File: src/rtl/pwm_trip_guard.sv
// Output guard for a complementary PWM pair: registered pass-through,
// filtered fault and shoot-through trips, latched cause, idle-point re-arm.
module pwm_trip_guard #(
    parameter int unsigned FILT_WIDTH = 8,
    parameter logic        SAFE_A     = 1'b0,
    parameter logic        SAFE_B     = 1'b0
) (
    input  logic                  clk,
    input  logic                  reset,
    input  logic                  enable,
    input  logic                  pwm_in_A,
    input  logic                  pwm_in_B,
    input  logic                  fault_n,
    input  logic [FILT_WIDTH-1:0] filt_len,
    input  logic [FILT_WIDTH-1:0] st_len,
    input  logic                  trip_clear,
    output logic                  pwmout_A,
    output logic                  pwmout_B,
    output logic                  trip,
    output logic [1:0]            trip_cause,
    output logic [1:0]            state
);

    typedef enum logic [1:0] {
        IDLE = 2'd0,
        ARM  = 2'd1,
        RUN  = 2'd2,
        TRIP = 2'd3
    } state_t;

    localparam logic [FILT_WIDTH-1:0] ALL1 = '1;
    localparam logic [FILT_WIDTH:0]   ONE  = (FILT_WIDTH+1)'(1);

    state_t                cur;
    state_t                nxt;
    logic                  sync1;
    logic                  fsync;
    logic [FILT_WIDTH-1:0] fcnt;
    logic [FILT_WIDTH-1:0] scnt;
    logic [FILT_WIDTH-1:0] fcnt_nxt;
    logic [FILT_WIDTH-1:0] scnt_nxt;
    logic [FILT_WIDTH:0]   f_len;
    logic [FILT_WIDTH:0]   s_len;
    logic [1:0]            cause_nxt;
    logic                  f_cond;
    logic                  s_cond;
    logic                  f_evt;
    logic                  s_evt;
    logic                  clr_ok;
    logic                  pass;

    assign state  = cur;
    assign f_cond = ~fsync;
    assign s_cond = pwm_in_A & pwm_in_B;

    // A programmed length of zero behaves as one.
    assign f_len = (filt_len == '0) ? ONE : {1'b0, filt_len};
    assign s_len = (st_len == '0) ? ONE : {1'b0, st_len};

    // Extra MSB keeps cnt+1 from wrapping when the counter is saturated.
    assign f_evt = f_cond && (({1'b0, fcnt} + ONE) >= f_len);
    assign s_evt = s_cond && (({1'b0, scnt} + ONE) >= s_len);

    assign clr_ok = (cur == TRIP) && trip_clear && fsync && !s_cond;

    always_comb begin
        nxt       = cur;
        cause_nxt = trip_cause;
        fcnt_nxt  = '0;
        scnt_nxt  = '0;
        if (f_cond) fcnt_nxt = (fcnt == ALL1) ? fcnt : fcnt + 1'b1;
        if (s_cond) scnt_nxt = (scnt == ALL1) ? scnt : scnt + 1'b1;
        if (f_evt || s_evt) begin
            nxt       = TRIP;
            cause_nxt = trip_cause | {s_evt, f_evt};
        end else begin
            unique case (cur)
                IDLE: if (enable) nxt = ARM;
                ARM: begin
                    if (!enable)
                        nxt = IDLE;
                    else if (pwm_in_A == SAFE_A && pwm_in_B == SAFE_B)
                        nxt = RUN;
                end
                RUN: if (!enable) nxt = IDLE;
                TRIP: begin
                    if (clr_ok) begin
                        cause_nxt = 2'b00;
                        fcnt_nxt  = '0;
                        scnt_nxt  = '0;
                        nxt       = enable ? ARM : IDLE;
                    end
                end
                default: nxt = IDLE;
            endcase
        end
    end

    // Both legs go safe whenever the pair overlaps, before any trip.
    assign pass = (nxt == RUN) && !s_cond;

    always_ff @(posedge clk or posedge reset) begin
        if (reset) begin
            cur        <= IDLE;
            sync1      <= 1'b1;
            fsync      <= 1'b1;
            fcnt       <= '0;
            scnt       <= '0;
            trip_cause <= 2'b00;
            trip       <= 1'b0;
            pwmout_A   <= SAFE_A;
            pwmout_B   <= SAFE_B;
        end else begin
            cur        <= nxt;
            sync1      <= fault_n;
            fsync      <= sync1;
            fcnt       <= fcnt_nxt;
            scnt       <= scnt_nxt;
            trip_cause <= cause_nxt;
            trip       <= (nxt == TRIP);
            pwmout_A   <= pass ? pwm_in_A : SAFE_A;
            pwmout_B   <= pass ? pwm_in_B : SAFE_B;
        end
    end

endmodule

File: config.mk
export PLATFORM = sky130hd
export DESIGN_NAME = pwm_trip_guard
export DESIGN_NICKNAME = d
export VERILOG_FILES = /design/src/rtl/pwm_trip_guard.sv
export SDC_FILE = /design/constraint.sdc
export NUM_CORES = 1
export LEC_CHECK = 0
export BUFFER_PORTS_ARGS = -buffer_cell sky130_fd_sc_hd__buf_4
export CORE_MARGIN = 3
export CORE_UTILIZATION = 35
export CTS_BUF_LIST = sky130_fd_sc_hd__clkbuf_2
export CTS_CLUSTER_SIZE = 28
export DETAILED_ROUTE_END_ITERATION = 8
export PLACE_DENSITY_LB_ADDON = 0.08
export SYNTH_ARGS = -nofsm -noshare
export SYNTH_HDL_FRONTEND = slang
export SYNTH_SLANG_ARGS = --single-unit
File: constraint.sdc
create_clock -name clk -period 3.92 [get_ports clk]
set_input_delay 0.588 -clock clk [delete_from_list [all_inputs] [get_ports clk]]
set_output_delay 0.588 -clock clk [all_outputs]
set_load 0.005 [all_outputs]
==> results of run 1 <==
-- state kept, by name (all words and copies together) (netlist names), 2 cells and up --
signal,flops
fcnt,8
scnt,8
state,2
trip_cause,2
-- per-stage QoR --
step,worst slack [ps],cells,power [mW],hold slack [ps]
2_1_floorplan,1630,178,0.392,345
3_5_place_dp,1240,256,0.471,352
4_1_cts,1230,260,0.577,281
5_1_grt,983,260,0.614,238
6_report,1190,260,0.572,311
3_3_place_gp,1290,256,0.467,348
-- kinds of logic after synthesis --
kind of cell    count (synthesis)
compound gates                 34
buf+inv                        21
fa+ha+maj                      18
simple gates                   66
flops                          25
xor+xnor                       14
-- power by group through the flow --
stage                     combinational [mW]  clock [mW]  sequential [mW]
after floorplan                       0.0786           0            0.314
after global placement                 0.150           0            0.318
after detailed placement               0.152           0            0.319
after CTS                              0.154       0.109            0.314
after global routing                   0.171       0.122            0.321
final                                  0.150       0.108            0.314
-- per-layer routing --
metal	vias up	track usage	routed length, microns
li1	680	-	-
met1	657	0.211	1830
met2	29	0.236	1720
met3	4	0.0334	143
met4	0	0.0356	27
met5	-	0	0
-- how the worst max path moves through the flow --
stage / start / endpoint / slack, ps / cells past startpoint
after CTS: scnt[0] / pwmout_A / 1230 / 11
after detailed placement: st_len[4] / pwmout_A / 1240 / 9
after global placement: filt_len[4] / pwmout_B / 1290 / 9
after global routing: scnt[0] / pwmout_A / 980 / 11
final: scnt[0] / pwmout_A / 1190 / 11
after floorplan: scnt[0] / pwmout_B / 1630 / 11
-- area by class of cell --
class                      count  area share
clock buffer                   3     0.00768
clock inverter                 1     0.00256
inverter                      18      0.0345
multi-input combinational    132       0.489
sequential                    25       0.321
tap                           52      0.0333
timing repair buffer          29       0.111
-- cell usage after synthesis (all sizes together) --
| cell | number | area, sq um |
|---|---|---|
| xor2 | 4 | 35.0 |
| o32ai | 1 | 8.76 |
| o221ai | 1 | 8.76 |
| nor3 | 1 | 5.00 |
| o21ai | 7 | 38.8 |
| nand2 | 11 | 41.3 |
| a41o | 2 | 20.0 |
| o21a | 5 | 37.5 |
| dfstp | 2 | 52.6 |
| and4b | 2 | 20.0 |
| dfrtp | 23 | 576 |
| nand4 | 3 | 33.8 |
| a21o | 2 | 15.0 |
| inv | 18 | 67.6 |
| o211ai | 2 | 15.0 |
| o21ba | 3 | 30.0 |
| and3 | 1 | 6.26 |
| nand3 | 8 | 45.0 |
| and4 | 2 | 21.3 |
| a21oi | 6 | 30.0 |
| ha | 18 | 225 |
| nor3b | 3 | 22.5 |
| a32oi | 1 | 16.3 |
| a31oi | 3 | 33.8 |
| buf | 3 | 15.0 |
| nor4 | 2 | 12.5 |
| nand2b | 2 | 12.5 |
| or3b | 1 | 8.76 |
| and2 | 1 | 6.26 |
| xnor2 | 10 | 87.6 |
| o2111ai | 1 | 8.76 |
| nor2 | 28 | 105 |
| or2 | 1 | 6.26 |
==> impl_metrics.tcl, run 1 <==
set metrics [dict create \
    outcome "finished, final reports clean" \
    crit_fanout 5 \
    placedInstanceArea_sq_mm 0.00194 \
    crit_family "compound AO/OA/AOI/OAI gates" \
    diodes 0 \
    swShare 0.315 \
    synthSimpleGateAreaFrac 0.208 \
    reg2reg_to "pwmout_A" \
    hp-start "fault_n" \
    synth_fa_ha_area_frac 0.135 \
    via_per_inst 5.27 \
    rrSetupSlack_ps 1190 \
    arrival_ps 3030 \
    power.density_mw_per_mm2 293 \
    critPathBufInv 1 \
    io_pins 30 \
    start_kind "flop" \
    cts_buffers 3 \
    cp_cell_sequence "ha_1, nand3_2, inv_1, nand3_1, xnor2_1, ha_1, a21o_1, a21oi_1, o211ai_1, a32oi_2, and4b_1" \
    final_common_cell "buf_4" \
    p_leak_nw 1.02 \
    postRouteAntennaNets 0 \
    num-nets-final 250 \
    period_needed_ps 2730 \
    synth_xor_area_frac 0.0735 \
    grt_util_all_layers 0.150 \
    path_class "reg -> reg" \
    core_sq_mm 0.00447 \
    cts_resized 0 \
    cts_setup_buffers 0 \
    fin_tns_setup_ps 0 \
    start_util 0.373 \
    ctsLongestPathBuffers 2 \
    antenna_found_initial 0 \
    netlist_area_sq_mm 0.00167 \
    utilization 0.437 \
    cts.sinks 25 \
    grt_start_max_net_pins 26 \
    synth_seq_cells 25 \
    syn_area_per_cell_sq_um 9.37 \
    drv_cap 0 \
    drc 0 \
    ys_types 38 \
    p_sw_mw 0.180 \
    hold_path.class "in -> reg" \
    drt_iter0_drc 123 \
    hold_viol_final 0 \
    overflow 0 \
    setup_viol 0 \
    drv_slew 0 \
    min_period_over_period 0.696 \
    drive_above_1_share 0.221 \
    syn_nets 219 \
    critPathCaptureType "flop" \
    combPwrFrac 0.263 \
    rows 24 \
    netlist_instances 178 \
    skew_ps 34.1 \
    clkPwrFrac 0.189 \
    regArea_sq_um 628 \
    multi_input_area_sq_um 957 \
    reg2reg_depth 11 \
    slew_headroom 0.356 \
    worstHoldEndpoint "sync1" \
    final_cell_mix "buf_4 (29), nor2_1 (28), dfrtp_1 (23), inv_1 (18), ha_1 (18)" \
    synth_top_family_by_area "simple AND/OR/NAND/NOR gates" \
    grt_pass1_wl_mm 6.42 \
    slowest_delay_ps 510 \
    path_clk_slew_ps 280 \
    cts_tree "done" \
    design_area_sq_mm 0.00196 \
    ctsHoldBuffers 0 \
    clock_latency_ps 380 \
    crit_top_cell "ha_1" \
    reg2reg_from "scnt[0]" \
    syn_to_final_growth_pct 17.3 \
    gp_congestion 0.825 \
    ys_warn_count 0 \
    worstPathRequired_ps 4230 \
    synth-compound-area-share 0.158 \
    htree_levels 1 \
    pwr-share-seq 0.549 \
    numPortBuffers 29 \
    crit_slowest_cell "dfrtp_1" \
    tightest_slew_ps 965 \
    die_w_microns 75.0 \
    rsz0062_at_grt "no" \
    fill_cells 456 \
    hold_depth 1 \
    detailed_place_hpwl_mm 2.95 \
    vias 1370 \
    dieArea_sq_mm 0.00563 \
    fmax_mhz 367 \
    wirelength_mm 3.72 \
    yosysSeqAreaShare 0.377 \
    ir_drop_mv 0.236 \
    synth_mux_area_frac 0 \
    wl_per_cell_microns 14.3 \
    dr.pass1.iters 4 \
    die_y_microns 75.0 \
    grt_pass1_vias 1373 \
    p_int_mw 0.392 \
    clockRootBuffer "clkbuf_2" \
]
(Power assumes the default switching activity.)
==> inputs of run 2 (changes only) <==
--- a/config.mk
+++ b/config.mk
@@ -5,6 +5,7 @@
 export SDC_FILE = /design/constraint.sdc
 export NUM_CORES = 1
 export LEC_CHECK = 0
+export ABC_AREA = 1
 export BUFFER_PORTS_ARGS = -buffer_cell sky130_fd_sc_hd__buf_4
 export CORE_MARGIN = 3
 export CORE_UTILIZATION = 35
==> constraint.sdc (replaced) <==
create_clock -name clk -period 2.5 [get_ports clk]
set_input_delay 0.375 -clock clk [delete_from_list [all_inputs] [get_ports clk]]
set_output_delay 0.375 -clock clk [all_outputs]
set_load 0.005 [all_outputs]
==> impl_metrics.tcl, run 2 <==
set metrics [dict create \
    fill_cells 474 \
    dieArea_sq_mm 0.00570 \
    drive_above_1_share 0.220 \
    placedInstanceArea_sq_mm 0.00198 \
    p_sw_mw 0.285 \
    setup_viol 0 \
    num-nets-final 296 \
    grt_start_max_net_pins 26 \
    cts_buffers 3 \
    combPwrFrac 0.301 \
    wl_per_cell_microns 10.5 \
    fin_tns_setup_ps 0 \
    p_int_mw 0.637 \
    grt_pass1_wl_mm 5.40 \
    hold_viol_final 0 \
    cts_tree "done" \
    period_needed_ps 2240 \
    htree_levels 1 \
    syn_nets 259 \
    crit_path_start "fcnt[0]" \
    swShare 0.310 \
    clock_latency_ps 340 \
    wirelength_mm 3.20 \
    critPathCaptureType "flop" \
    grt_util_met1 0.164 \
    reg2reg_from "fcnt[0]" \
    reg2reg_depth 17 \
    synth_edf_count 0 \
    slew_headroom 0.677 \
    ctsHoldBuffers 0 \
    detailed_place_hpwl_mm 2.62 \
    start_kind "flop" \
    die_w_microns 75.5 \
    numPortBuffers 29 \
    synth_top_cell_by_area "dfrtp_1" \
    min_period_over_period 0.897 \
    diodes 0 \
    synth_top_area_frac 0.340 \
    drv_slew 0 \
    skew_ps 5.73 \
    synth_async_sr_flop_share 1.00 \
    ys_warn_count 0 \
    regArea_sq_um 628 \
    synth_seq_cells 25 \
    ctsLongestPathBuffers 2 \
    die_y_microns 75.5 \
    drt_iter0_drc 47 \
    multi_input_area_sq_um 878 \
    fmax_mhz 446 \
    io_pins 30 \
    ys_types 26 \
    fin_total_pwr_mw 0.922 \
    grt_util_all_layers 0.123 \
    p_leak_nw 1.25 \
    yosysSeqAreaShare 0.371 \
    netlist_area_sq_mm 0.00169 \
    clkPwrFrac 0.170 \
    drc 0 \
    grtUsageMet3 0.0277 \
    cts.sinks 25 \
    syn_to_final_growth_pct 20.7 \
    path_class "reg -> reg" \
    netlist_instances 218 \
    overflow 0 \
    dp_worst_setup_slack_ps 183 \
    reg2reg_to "pwmout_A" \
    arrival_ps 2540 \
    crit_fanout 5 \
    cp_cell_sequence "ha_2, nand2_2, nor2_4, xor2_1, inv_1, ha_4, nand2_1, inv_1, nand2_1, nand3_1, nand2_1, nand2_1, nand2_1, nand2_1, nand2_2, nand4_1, nor2_1" \
    ys.flop_type "dfrtp_1" \
    postRouteAntennaNets 0 \
    path_clk_slew_ps 240 \
    pwr-share-seq 0.529 \
    antenna_found_initial 0 \
    clockRootBuffer "clkbuf_2" \
    ys_top_cells_by_area "dfrtp_1 (34%), ha_1 (13%), inv_1 (12%)" \
    reg.largest.list "fcnt x8, scnt x8" \
    synth_commonest_cells "inv_1 (55), nand2_1 (40), dfrtp_1 (23)" \
    ir_drop_mv 0.174 \
    final_cell_mix "inv_1 (55), nand2_1 (38), buf_4 (32), dfrtp_1 (23), nor2_1 (21)" \
    start_util 0.376 \
    slowest_delay_ps 460 \
    crit_top_cell "nand2_1" \
    met2_usage 0.205 \
    design_area_sq_mm 0.00204 \
    via_per_inst 4.51 \
    hold_path.class "in -> async" \
    rows 24 \
    setup_ws_ps 258 \
    rrSetupSlack_ps 260 \
    core_sq_mm 0.00450 \
    syn_area_per_cell_sq_um 7.76 \
    yosysMostFrequentCell "inv_1" \
    worstPathRequired_ps 2800 \
    hold_ws_ps 36.2 \
    busiest_layer "met2" \
    gp_congestion 0.797 \
    dr.pass1.iters 4 \
    drv_cap 0 \
    endpoint "pwmout_A" \
    final_common_cell "inv_1" \
    tightest_slew_ps 480 \
    crit_slowest_cell "dfrtp_1" \
    grt_pass1_vias 1225 \
    vias 1380 \
    power.density_mw_per_mm2 452 \
    outcome "finished, final reports clean" \
]
## run 2: how the worst min path moves through the flow
| stage | from | end | depth (start not counted) |
|---|---|---|---|
| 5_1_grt | reset | scnt[3] | 3 |
| 6_report | reset | scnt[3] | 3 |
| 4_1_cts | reset | scnt[3] | 3 |
| 2_1_floorplan | sync1 | fsync | 0 |
| 3_3_place_gp | sync1 | fsync | 0 |
| 3_5_place_dp | sync1 | fsync | 0 |
## run 2: repair_timing
action	in CTS	in global routing
setup endpoints to repair	0	6
buffers inserted	0	2
resized for setup	0	5
## run 2: metrics by stage
stage / instances / utilization
6_report: 306 / 0.453
5_1_grt: 306 / 0.453
3_5_place_dp: 300 / 0.440
3_3_place_gp: 300 / 0.440
2_1_floorplan: 218 / -
4_1_cts: 304 / 0.444
## run 2: worst max-delay path: cells and delay by family, from the launching register on
kind / cells / cell delay (ps)
DFF: 1 / 460
and+or+nand+nor: 12 / 950
adders and majority gates: 2 / 460
xor gates and xnor gates: 1 / 200
buffers and inverters: 2 / 140
## run 2: kinds of logic (layout without fill, tap and decap cells)
| kind of cell | after synthesis | after routing | share of synthesized area |
|---|---|---|---|
| buffers and inverters | 56 | 92 | 0.124 |
| AOI/OAI and AO/OA | 26 | 26 | 0.0902 |
| xor gates and xnor gates | 9 | 9 | 0.0466 |
| adders and majority gates | 18 | 18 | 0.133 |
| and+or+nand+nor | 84 | 84 | 0.234 |
| DFF | 25 | 25 | 0.371 |
## run 2: metal layers
| layer | wire length (microns) | up-vias |
|---|---|---|
| met5 | 0 | - |
| met4 | 16 | 0 |
| met3 | 127 | 2 |
| met2 | 1520 | 27 |
| met1 | 1540 | 605 |
| li1 | - | 746 |
## run 2: layout make-up
class                   count  area share
inverters                  56       0.103
flip-flops and latches     25       0.308
well taps                  52      0.0319
clock buffers               3     0.00735
multi-input cells         137       0.430
repair buffers             32       0.118
clock inverters             1     0.00245
## run 2: power groups by stage
stage	Sequential [mW]	Clock (mW)	Combinational [mW]
final	0.488	0.157	0.278
after global placement	0.498	0	0.279
after floorplan	0.498	0	0.148
after global routing	0.498	0.181	0.319
after CTS	0.489	0.168	0.280
after detailed placement	0.497	0	0.279
